### src/rtl/sun_bank_if.sv
// sun_bank_if: purchase handshake between the plant shop (master) and the
// sun bank (slave).
//   spend_req   master->slave  level, held until spend_done
//   spend_cost  master->slave  16-bit cost, stable while spend_req=1
//   spend_done  slave->master  one-cycle response pulse
//   spend_ok    slave->master  valid with spend_done; 1 = granted
interface sun_bank_if;
  logic        spend_req;
  logic [15:0] spend_cost;
  logic        spend_done;
  logic        spend_ok;

  modport master (output spend_req, output spend_cost,
                  input  spend_done, input spend_ok);
  modport slave  (input  spend_req, input spend_cost,
                  output spend_done, output spend_ok);
endinterface

### src/rtl/sun_bank.sv
// sun_bank: game-state accounting feeding the 8-digit seven-segment scanner.
// Keeps the sun balance and kill score (both saturating at four decimal
// digits), generates passive sun every TICK_CYCLES clocks while running, adds
// collected sun and arbitrates plant purchases over a req/done handshake.
//
// Ports:
//   clk, rst_n     clock, synchronous active-low reset
//   start          pulse: IDLE->RUN, OVER->IDLE
//   game_over      pulse: RUN->OVER (wins over start)
//   collect_pulse  pulse: +COLLECT_AMOUNT sun
//   kill_pulse     pulse: +KILL_POINTS score
//   spend          sun_bank_if.slave purchase handshake
//   sun_count      sun balance 0..SUN_MAX
//   score          kill score 0..SCORE_MAX
//   running        registered (state == RUN)
//   pause          only with SUN_BANK_PAUSE_EN: freezes tick, pulses and
//                  spend acceptance while in RUN; game_over still honoured
//
// Build option: define SUN_BANK_PAUSE_EN to add the pause input.
module sun_bank #(
  parameter int unsigned SUN_START      = 50,
  parameter int unsigned SUN_MAX        = 9999,
  parameter int unsigned SCORE_MAX      = 9999,
  parameter int unsigned TICK_CYCLES    = 100000000,
  parameter int unsigned TICK_AMOUNT    = 25,
  parameter int unsigned COLLECT_AMOUNT = 25,
  parameter int unsigned KILL_POINTS    = 10
) (
  input  logic        clk,
  input  logic        rst_n,
  input  logic        start,
  input  logic        game_over,
  input  logic        collect_pulse,
  input  logic        kill_pulse,
`ifdef SUN_BANK_PAUSE_EN
  input  logic        pause,
`endif
  sun_bank_if.slave   spend,
  output logic [15:0] sun_count,
  output logic [15:0] score,
  output logic        running
);

  localparam int CW = (TICK_CYCLES > 2) ? $clog2(TICK_CYCLES) : 1;

  typedef enum logic [1:0] {S_IDLE, S_RUN, S_OVER} state_t;

  state_t        state, state_nxt;
  logic [CW-1:0] tick_cnt;
  logic          req_armed;
  logic          paused, active, tick, accept, grant;
  logic [17:0]   sun_sum;
  logic [16:0]   score_sum;
  logic [15:0]   sun_nxt, score_nxt;

`ifdef SUN_BANK_PAUSE_EN
  assign paused = pause;
`else
  assign paused = 1'b0;
`endif

  // State register
  always_ff @(posedge clk) begin
    if (!rst_n) state <= S_IDLE;
    else        state <= state_nxt;
  end

  // Next state; game_over is only looked at in RUN, so it naturally wins
  // over a simultaneous start.
  always_comb begin
    state_nxt = state;
    case (state)
      S_IDLE:  if (start)     state_nxt = S_RUN;
      S_RUN:   if (game_over) state_nxt = S_OVER;
      S_OVER:  if (start)     state_nxt = S_IDLE;
      default:                state_nxt = S_IDLE;
    endcase
  end

  // Datapath: every event in a RUN cycle folds into one balance update.
  // Subtract before add is safe because a granted cost never exceeds the
  // balance; 18 bits leave headroom for the sum before saturation.
  always_comb begin
    active    = (state == S_RUN) && !paused;
    tick      = active && (tick_cnt == CW'(TICK_CYCLES - 1));
    accept    = active && spend.spend_req && req_armed;
    grant     = (sun_count >= spend.spend_cost);
    sun_sum   = {2'b00, sun_count}
              - ((accept && grant) ? {2'b00, spend.spend_cost} : 18'd0)
              + (tick ? 18'(TICK_AMOUNT) : 18'd0)
              + ((active && collect_pulse) ? 18'(COLLECT_AMOUNT) : 18'd0);
    sun_nxt   = (sun_sum > 18'(SUN_MAX)) ? 16'(SUN_MAX) : sun_sum[15:0];
    score_sum = {1'b0, score}
              + ((active && kill_pulse) ? 17'(KILL_POINTS) : 17'd0);
    score_nxt = (score_sum > 17'(SCORE_MAX)) ? 16'(SCORE_MAX) : score_sum[15:0];
  end

  always_ff @(posedge clk) begin
    if (!rst_n) begin
      sun_count        <= 16'(SUN_START);
      score            <= '0;
      tick_cnt         <= '0;
      req_armed        <= 1'b1;
      spend.spend_done <= 1'b0;
      spend.spend_ok   <= 1'b0;
      running          <= 1'b0;
    end else begin
      spend.spend_done <= accept;
      spend.spend_ok   <= accept && grant;
      running          <= (state_nxt == S_RUN);
      // One response per request: re-arm only once the requester lets go.
      if (!spend.spend_req) req_armed <= 1'b1;
      else if (accept)      req_armed <= 1'b0;
      if (state == S_IDLE && start) begin
        sun_count <= 16'(SUN_START);
        score     <= '0;
        tick_cnt  <= '0;
      end else if (active) begin
        sun_count <= sun_nxt;
        score     <= score_nxt;
        tick_cnt  <= tick ? '0 : tick_cnt + CW'(1);
      end
    end
  end

endmodule

### src/flat_wrapper.sv
// flat-port wrapper written by rule: the top's interface ports become plain ports
module sun_bank_flat 
#(
  parameter int unsigned SUN_START      = 50,
  parameter int unsigned SUN_MAX        = 9999,
  parameter int unsigned SCORE_MAX      = 9999,
  parameter int unsigned TICK_CYCLES    = 100000000,
  parameter int unsigned TICK_AMOUNT    = 25,
  parameter int unsigned COLLECT_AMOUNT = 25,
  parameter int unsigned KILL_POINTS    = 10
)
  (clk, rst_n, start, game_over, collect_pulse, kill_pulse, sun_count, score, running, spend_spend_req, spend_spend_cost, spend_spend_done, spend_spend_ok);
  sun_bank_if spend_i ();
  input  logic clk;
  input  logic rst_n;
  input  logic start;
  input  logic game_over;
  input  logic collect_pulse;
  input  logic kill_pulse;
  output logic [15:0] sun_count;
  output logic [15:0] score;
  output logic running;
  input wire logic [$bits(spend_i.spend_req)-1:0] spend_spend_req;
  input wire logic [$bits(spend_i.spend_cost)-1:0] spend_spend_cost;
  output wire logic [$bits(spend_i.spend_done)-1:0] spend_spend_done;
  output wire logic [$bits(spend_i.spend_ok)-1:0] spend_spend_ok;
  assign spend_i.spend_req = spend_spend_req;
  assign spend_i.spend_cost = spend_spend_cost;
  assign spend_spend_done = spend_i.spend_done;
  assign spend_spend_ok = spend_i.spend_ok;
  sun_bank #(.SUN_START(SUN_START), .SUN_MAX(SUN_MAX), .SCORE_MAX(SCORE_MAX), .TICK_CYCLES(TICK_CYCLES), .TICK_AMOUNT(TICK_AMOUNT), .COLLECT_AMOUNT(COLLECT_AMOUNT), .KILL_POINTS(KILL_POINTS)) u_core (.clk(clk), .rst_n(rst_n), .start(start), .game_over(game_over), .collect_pulse(collect_pulse), .kill_pulse(kill_pulse), .spend(spend_i), .sun_count(sun_count), .score(score), .running(running));
endmodule
### config.mk
export PLATFORM = sky130hd
export DESIGN_NAME = sun_bank_flat
export DESIGN_NICKNAME = d
export VERILOG_FILES = /design/src/rtl/sun_bank_if.sv /design/src/rtl/sun_bank.sv /design/src/flat_wrapper.sv
export SDC_FILE = /design/constraint.sdc
export NUM_CORES = 1
export LEC_CHECK = 0
export BUFFER_PORTS_ARGS = -buffer_cell sky130_fd_sc_hd__buf_2
export CAP_MARGIN = 20
export CORE_ASPECT_RATIO = 0.7
export CORE_MARGIN = 5
export CORE_UTILIZATION = 25
export DETAILED_ROUTE_END_ITERATION = 10
export PLACE_DENSITY = 0.46
export SYNTH_ARGS = -nofsm -noshare
export SYNTH_HDL_FRONTEND = slang
export SYNTH_SLANG_ARGS = --single-unit
### constraint.sdc
create_clock -name clk -period 11.02 [get_ports clk]
set_input_delay 1.102 -clock clk [delete_from_list [all_inputs] [get_ports clk]]
set_output_delay 1.102 -clock clk [all_outputs]
set_load 0.05 [all_outputs]
# Word level (Yosys, flattened, before mapping)
# Cells that the tools add are included.
[word_totals]
out_inout_bits = 35
mem_bits_rw = 0
elab_cells = 42
rom_bits = 0
memories = 0
latch_bits = 0
ff_bits = 65
inputBits = 23
[classes]
bitwise_logic = 1
mux = 11
shift = 0
multipliers = 0
magnitude_cmp = 3
div = 0
eq_ne = 4
n_reduce_logical = 10
addsub = 5
[ops]
columns = ["cell", "n"]
rows = [
  ["$mux 16", 3],
  ["$add 18x18->18", 2],
  ["$add 27x1->27 const B", 1],
  ["$eq 27x27->1 const B", 1],
  ["$mux 27", 1],
  ["$gt 18x14->1 const B", 1],
  ["$sub 16x18->18", 1],
  ["$add 16x17->17", 1],
  ["$gt 17x14->1 const B", 1],
  ["$ge 16x16->1", 1],
  ["$mux 5", 2],
  ["$logic_and 1x1->1", 7],
  ["$mux 2", 3],
  ["$pmux 2 s3", 1],
  ["$eq 2x1->1 const B", 2],
  ["$mux 4", 1],
  ["$eq 2x2->1 const B", 1],
  ["$logic_not 2->1", 1],
  ["$reduce_and 2->1", 1],
  ["$reduce_or 2->1", 1],
  ["$not 1->1", 1],
]

# Longest topological paths before layout
[depth]
ltp_word = 10
ltp_mapped = 26
mapped_depth_nobuf = 24

# Worst setup path after synthesis
# Ideal clock, no wire load.
[synth_timing]
path_type = "input -> register"
startpoint = "input spend_spend_cost[0]"
endpoint = "register u_core.sun_count[7]"
t_arrival_ns = 5.881
setup_slack_ns = 5.080
n_path_buf = 2
path_stages = 22
t_required_ns = 10.961
cell_sequence = "ha_1 > nand2b_1 > a21o_1 > a21o_1 > a21o_1 > a21o_1 > a21oi_1 > o31ai_1 > clkbuf_1 > nand3_1 > fa_1 > fa_1 > ha_1 > and2b_4 > o2111ai_2 > a31o_1 > nand2_1 > a41o_1 > nor4_4 > o211a_1 > buf_6 > a31o_1"
[synth_via]
elab_chain_len = 8
[synth_rtl]
columns = ["element", "line", "text"]
rows = [
  ["start, declared", "flat_wrapper.sv:24", "input wire logic [$bits(spend_i.spend_cost)-1:0] spend_spend_cost;"],
  ["$ge 16x16->1", "sun_bank.sv:87", "grant = (sun_count >= spend.spend_cost);"],
  ["$logic_and 1x1->1", "sun_bank.sv:89", "- ((accept && grant) ? {2'b00, spend.spend_cost} : 18'd0)"],
  ["$mux 16 *", "sun_bank.sv:89", ""],
  ["$sub 16x18->18 *", "sun_bank.sv:89", ""],
  ["$add 18x18->18 *", "sun_bank.sv:90", "+ (tick ? 18'(TICK_AMOUNT) : 18'd0)"],
  ["$add 18x18->18 *", "sun_bank.sv:91", "+ ((active && collect_pulse) ? 18'(COLLECT_AMOUNT) : 18'd0);"],
  ["$gt 18x14->1", "sun_bank.sv:92", "sun_nxt = (sun_sum > 18'(SUN_MAX)) ? 16'(SUN_MAX) : sun_sum[15:0];"],
  ["$mux 16 *", "sun_bank.sv:92", ""],
  ["end signal, assigned", "sun_bank.sv:100", "sun_count <= 16'(SUN_START);"],
  ["end signal, assigned", "sun_bank.sv:115", "sun_count <= 16'(SUN_START);"],
  ["end signal, assigned", "sun_bank.sv:119", "sun_count <= sun_nxt;"],
  ["end, declared", "sun_bank.sv:39", "output logic [15:0] sun_count,"],
]
# Mark *: on every way between the ends. The rest lies on a longest branch, timed or not.
# A chain may end at the register's enable or synchronous reset.

# Final worst setup path
[layout_timing]
startpoint = "input spend_spend_cost[9]"
endpoint = "register u_core.sun_count[5]"
# Same word-level chain as after synthesis.

==> impl_metrics.py <==
metrics = {
    "run_status": {
        "status": "completed",
    },
    "setup_path": {
        "critical_path_buf_inv_count": 4,
        "critPathRequiredTime_ns": 11.30,
        "critPathArrivalTime_ns": 6.38,
        "cp_max_fo": 11,
        "r2r-start": "u_core.sun_count[0]",
        "startpoint": "spend_spend_cost[9]",
        "cp.depth": 24,
        "cp_cell_sequence": "buf_2 > inv_1 > ha_1 > a21o_1 > a21o_1 > a21oi_1 > nand2_1 > a21oi_1 > o31ai_2 > and3_1 > ha_1 > fa_1 > inv_1 > ha_1 > inv_1 > fa_1 > and2b_4 > o2111ai_2 > a31o_1 > nand2_1 > o311ai_2 > nor4_4 > o211a_1 > a221o_1",
        "setup.worst_path.end": "u_core.sun_count[5]",
        "end_kind": "register",
        "rr_endpoint": "u_core.sun_count[5]",
        "rrSetupSlack_ns": 5.35,
        "ff2ff_path_depth": 24,
        "slowest_delay_ns": 0.49,
        "worstSetupPathType": "in -> reg",
        "path_delay_family": "compound AO/OA/AOI/OAI gates",
        "cp-start-kind": "primary input",
        "slowest_stage": "o211a_1",
    },
    "power": {
        "peakVddDrop_mv": 0.0749,
        "power.density_nw_per_um2": 125,
        "p_leak_uw": 0.00257,
    },
    "sta": {
        "fin_setup_tns_ns": 0,
        "hold_viol": 0,
        "whs_ns": 0.465,
        "relSlewSlack_pct": 47.6,
        "worstMarginPinSlew_ns": 0.784,
        "drv_slew": 0,
        "rsz0062_at_grt": "false",
        "period_share_pct": 55.3,
        "timing.fmax_ghz": 0.164,
        "setup_viol": 0,
        "fin_crit_ns": 6.10,
        "skew_ns": 0.00665,
    },
    "synthesis": {
        "synth-seq-cells": 65,
        "synth.avg_cell_area_um2": 8.49,
        "yosysTopAreaCellShare_pct": 25.8,
        "yosysWarnings": 0,
        "yosysTopAreaCell": "dfxtp_1",
        "async_flop_share_pct": 0,
        "ys.flop_type": "dfxtp_1",
        "seq_area_frac_synth_pct": 25.8,
        "synth.cell_area_um2": 5050,
        "ys_top_cells_by_area": "dfxtp_1 26%, ha_1 16%, xor2_1 4.3%, nor2_1 4.2%, nand3_1 4.1%",
        "postSynthCellCount": 595,
        "ys_types": 77,
        "syn-num-nets": 688,
        "synth_edf_count": 0,
    },
    "route": {
        "viasPerCell": 4.81,
        "routedWlPerCell_um": 15.0,
        "wl_um": 13700,
        "vias": 4397,
        "drcViolationCount": 0,
        "detail-route-antenna-nets": 0,
        "drtPass1Iterations": 4,
        "first_iter_violations": 298,
    },
    "clock_network": {
        "cts_made_buffers": 9,
        "path_clk_slew_ns": 0.06,
        "cts.path.max_buffers": 2,
        "hold_buffers": 0,
        "clockRootBuffer": "clkbuf_16",
        "cts_tree": "built",
        "clock-sinks": 65,
        "clock_latency_ns": 0.35,
        "cts-resized-gates": 0,
        "postCtsSetupBuffers": 0,
        "cts_max_level": 3,
    },
    "die": {
        "fp.dieH_um": 129,
        "rows": 43,
        "ios": 58,
        "initial_core_util_pct": 25.4,
        "dieWidth_um": 180,
        "design.die.area_um2": 23200,
        "core_um2": 19900,
    },
    "global_routing": {
        "met1_usage_pct": 17.1,
        "grt_max_degree": 26,
        "top_usage_layer": "met2",
        "antenna_found_initial": 0,
        "use_met3_pct": 2.74,
        "track_usage_pct": 12.2,
        "grt_pass1_wl_um": 23000,
        "use_met2_pct": 19.0,
        "grt_pass1_vias": 4382,
        "grt_remaining_overflow": 0,
    },
    "layout": {
        "antenna_cells": 0,
        "syn_to_final_growth_pct": 16.7,
        "fin_nets": 733,
        "fin_cells": 915,
        "drive_gt1_share_pct": 16.6,
    },
    "place": {
        "dp_hpwl_um": 10500,
        "post-place-cells": 899,
        "port_buffers": 57,
        "gp_congestion": 0.849,
    },
    "min_path": {
        "holdCritPathClass": "reg -> reg",
    },
    "run": {
        "drv_cap": 0,
    },
}
[layout make-up]
| type | count | area (um^2) |
|---|---|---|
| multi-input combinational | 465 | 3490 |
| fill | 2118 | 14000 |
| timing repair buffer | 61 | 315 |
| tap | 270 | 338 |
| clock buffer | 10 | 239 |
| sequential | 65 | 1300 |
| inverter | 38 | 143 |
| clock inverter | 6 | 72.6 |
[report_power, final]
| part | switching (uW) | internal (uW) | leakage [uW] |
|---|---|---|---|
| clock network | 121 | 184 | 0.000150 |
| logic | 117 | 69.7 | 0.00189 |
| registers | 5.39 | 240 | 0.000526 |
| total | 243 | 494 | 0.00257 |
[cells in the mapped netlist, types with 3 or more instances]
library cell / instances
dfxtp_1: 65
ha_1: 63
nor2_1: 57
nand3_1: 41
inv_1: 38
a21oi_1: 32
nand2_1: 32
xor2_1: 25
a21o_1: 22
nor3_1: 18
o21ai_0: 18
nand4_1: 16
xnor2_1: 15
clkbuf_1: 14
and3_1: 13
or3_1: 9
fa_1: 7
buf_2: 6
nor4_1: 5
and2_1: 4
nor2b_1: 4
nor3b_1: 4
a211oi_1: 3
a221o_1: 3
a311oi_1: 3
a31o_1: 3
a31o_2: 3
a41o_1: 3
and4_1: 3
nand4b_1: 3
o31ai_1: 3
or4_1: 3
[worst min-delay path: stages, from the launching register on]
cell and delay [ns]:
dfxtp_1 0.32, nand2_1 0.05, nand3_1 0.07
[kinds of logic after synthesis]
| group | after synthesis | share of synthesized area, % |
|---|---|---|
| and+or+nand+nor | 227 | 24.5 |
| AOI/OAI and AO/OA | 126 | 18.6 |
| adders and majority gates | 70 | 18.4 |
| buffers and inverters | 65 | 5.45 |
| DFF | 65 | 25.8 |
| xor gates and xnor gates | 40 | 6.94 |
| muxes | 2 | 0.421 |
[state kept, by name (all words and copies together) (netlist names)]
register	cells
u_core.req_armed	1
u_core.running	1
u_core.sun_count	16
u_core.spend.spend_done	1
u_core.score	16
u_core.tick_cnt	27
u_core.state	2
u_core.spend.spend_ok	1
[how the worst min path moves through the flow]
stage | startpoint | end | slack, ns | cells after the start
after floorplan | u_core.req_armed | u_core.req_armed | 0.43 | 2
after global placement | u_core.req_armed | u_core.req_armed | 0.44 | 2
after detailed placement | u_core.req_armed | u_core.req_armed | 0.45 | 2
after CTS | u_core.req_armed | u_core.req_armed | 0.47 | 2
after global routing | u_core.req_armed | u_core.req_armed | 0.51 | 2
final | u_core.req_armed | u_core.req_armed | 0.46 | 2
[through the flow]
step / util, % / power (uW) / setup WS [ns] / cell area, um^2
2_1_floorplan: - / 393 / 5.08 / 5050
3_3_place_gp: 28.1 / 434 / 4.64 / 5580
3_5_place_dp: 28.1 / 436 / 4.61 / 5580
4_1_cts: 29.7 / 745 / 4.96 / 5890
5_1_grt: 29.7 / 776 / 4.59 / 5890
6_report: 29.7 / 737 / 4.92 / 5890
[routing by layer]
| layer | vias up | routed length, um |
|---|---|---|
| met5 | - | 0 |
| met4 | 0 | 148 |
| met3 | 11 | 593 |
| met2 | 66 | 5840 |
| met1 | 2067 | 7130 |
| li1 | 2253 | - |
[layout by cell type (no fill, tap or decap), types with 5 or more instances in the layout]
master,Yosys,routed
inv_1,38,38
buf_2,6,57
and3_1,13,13
dfxtp_1,65,65
clkbuf_16,0,9
nor4_1,5,5
nor3_1,18,18
nand4_1,16,16
ha_1,63,63
o21ai_0,18,18
nand2_1,32,32
xnor2_1,15,15
nor2_1,57,57
or3_1,9,9
nand3_1,41,41
a21o_1,22,22
fa_1,7,7
a21oi_1,32,31
xor2_1,25,25
(Power assumes the default switching activity.)
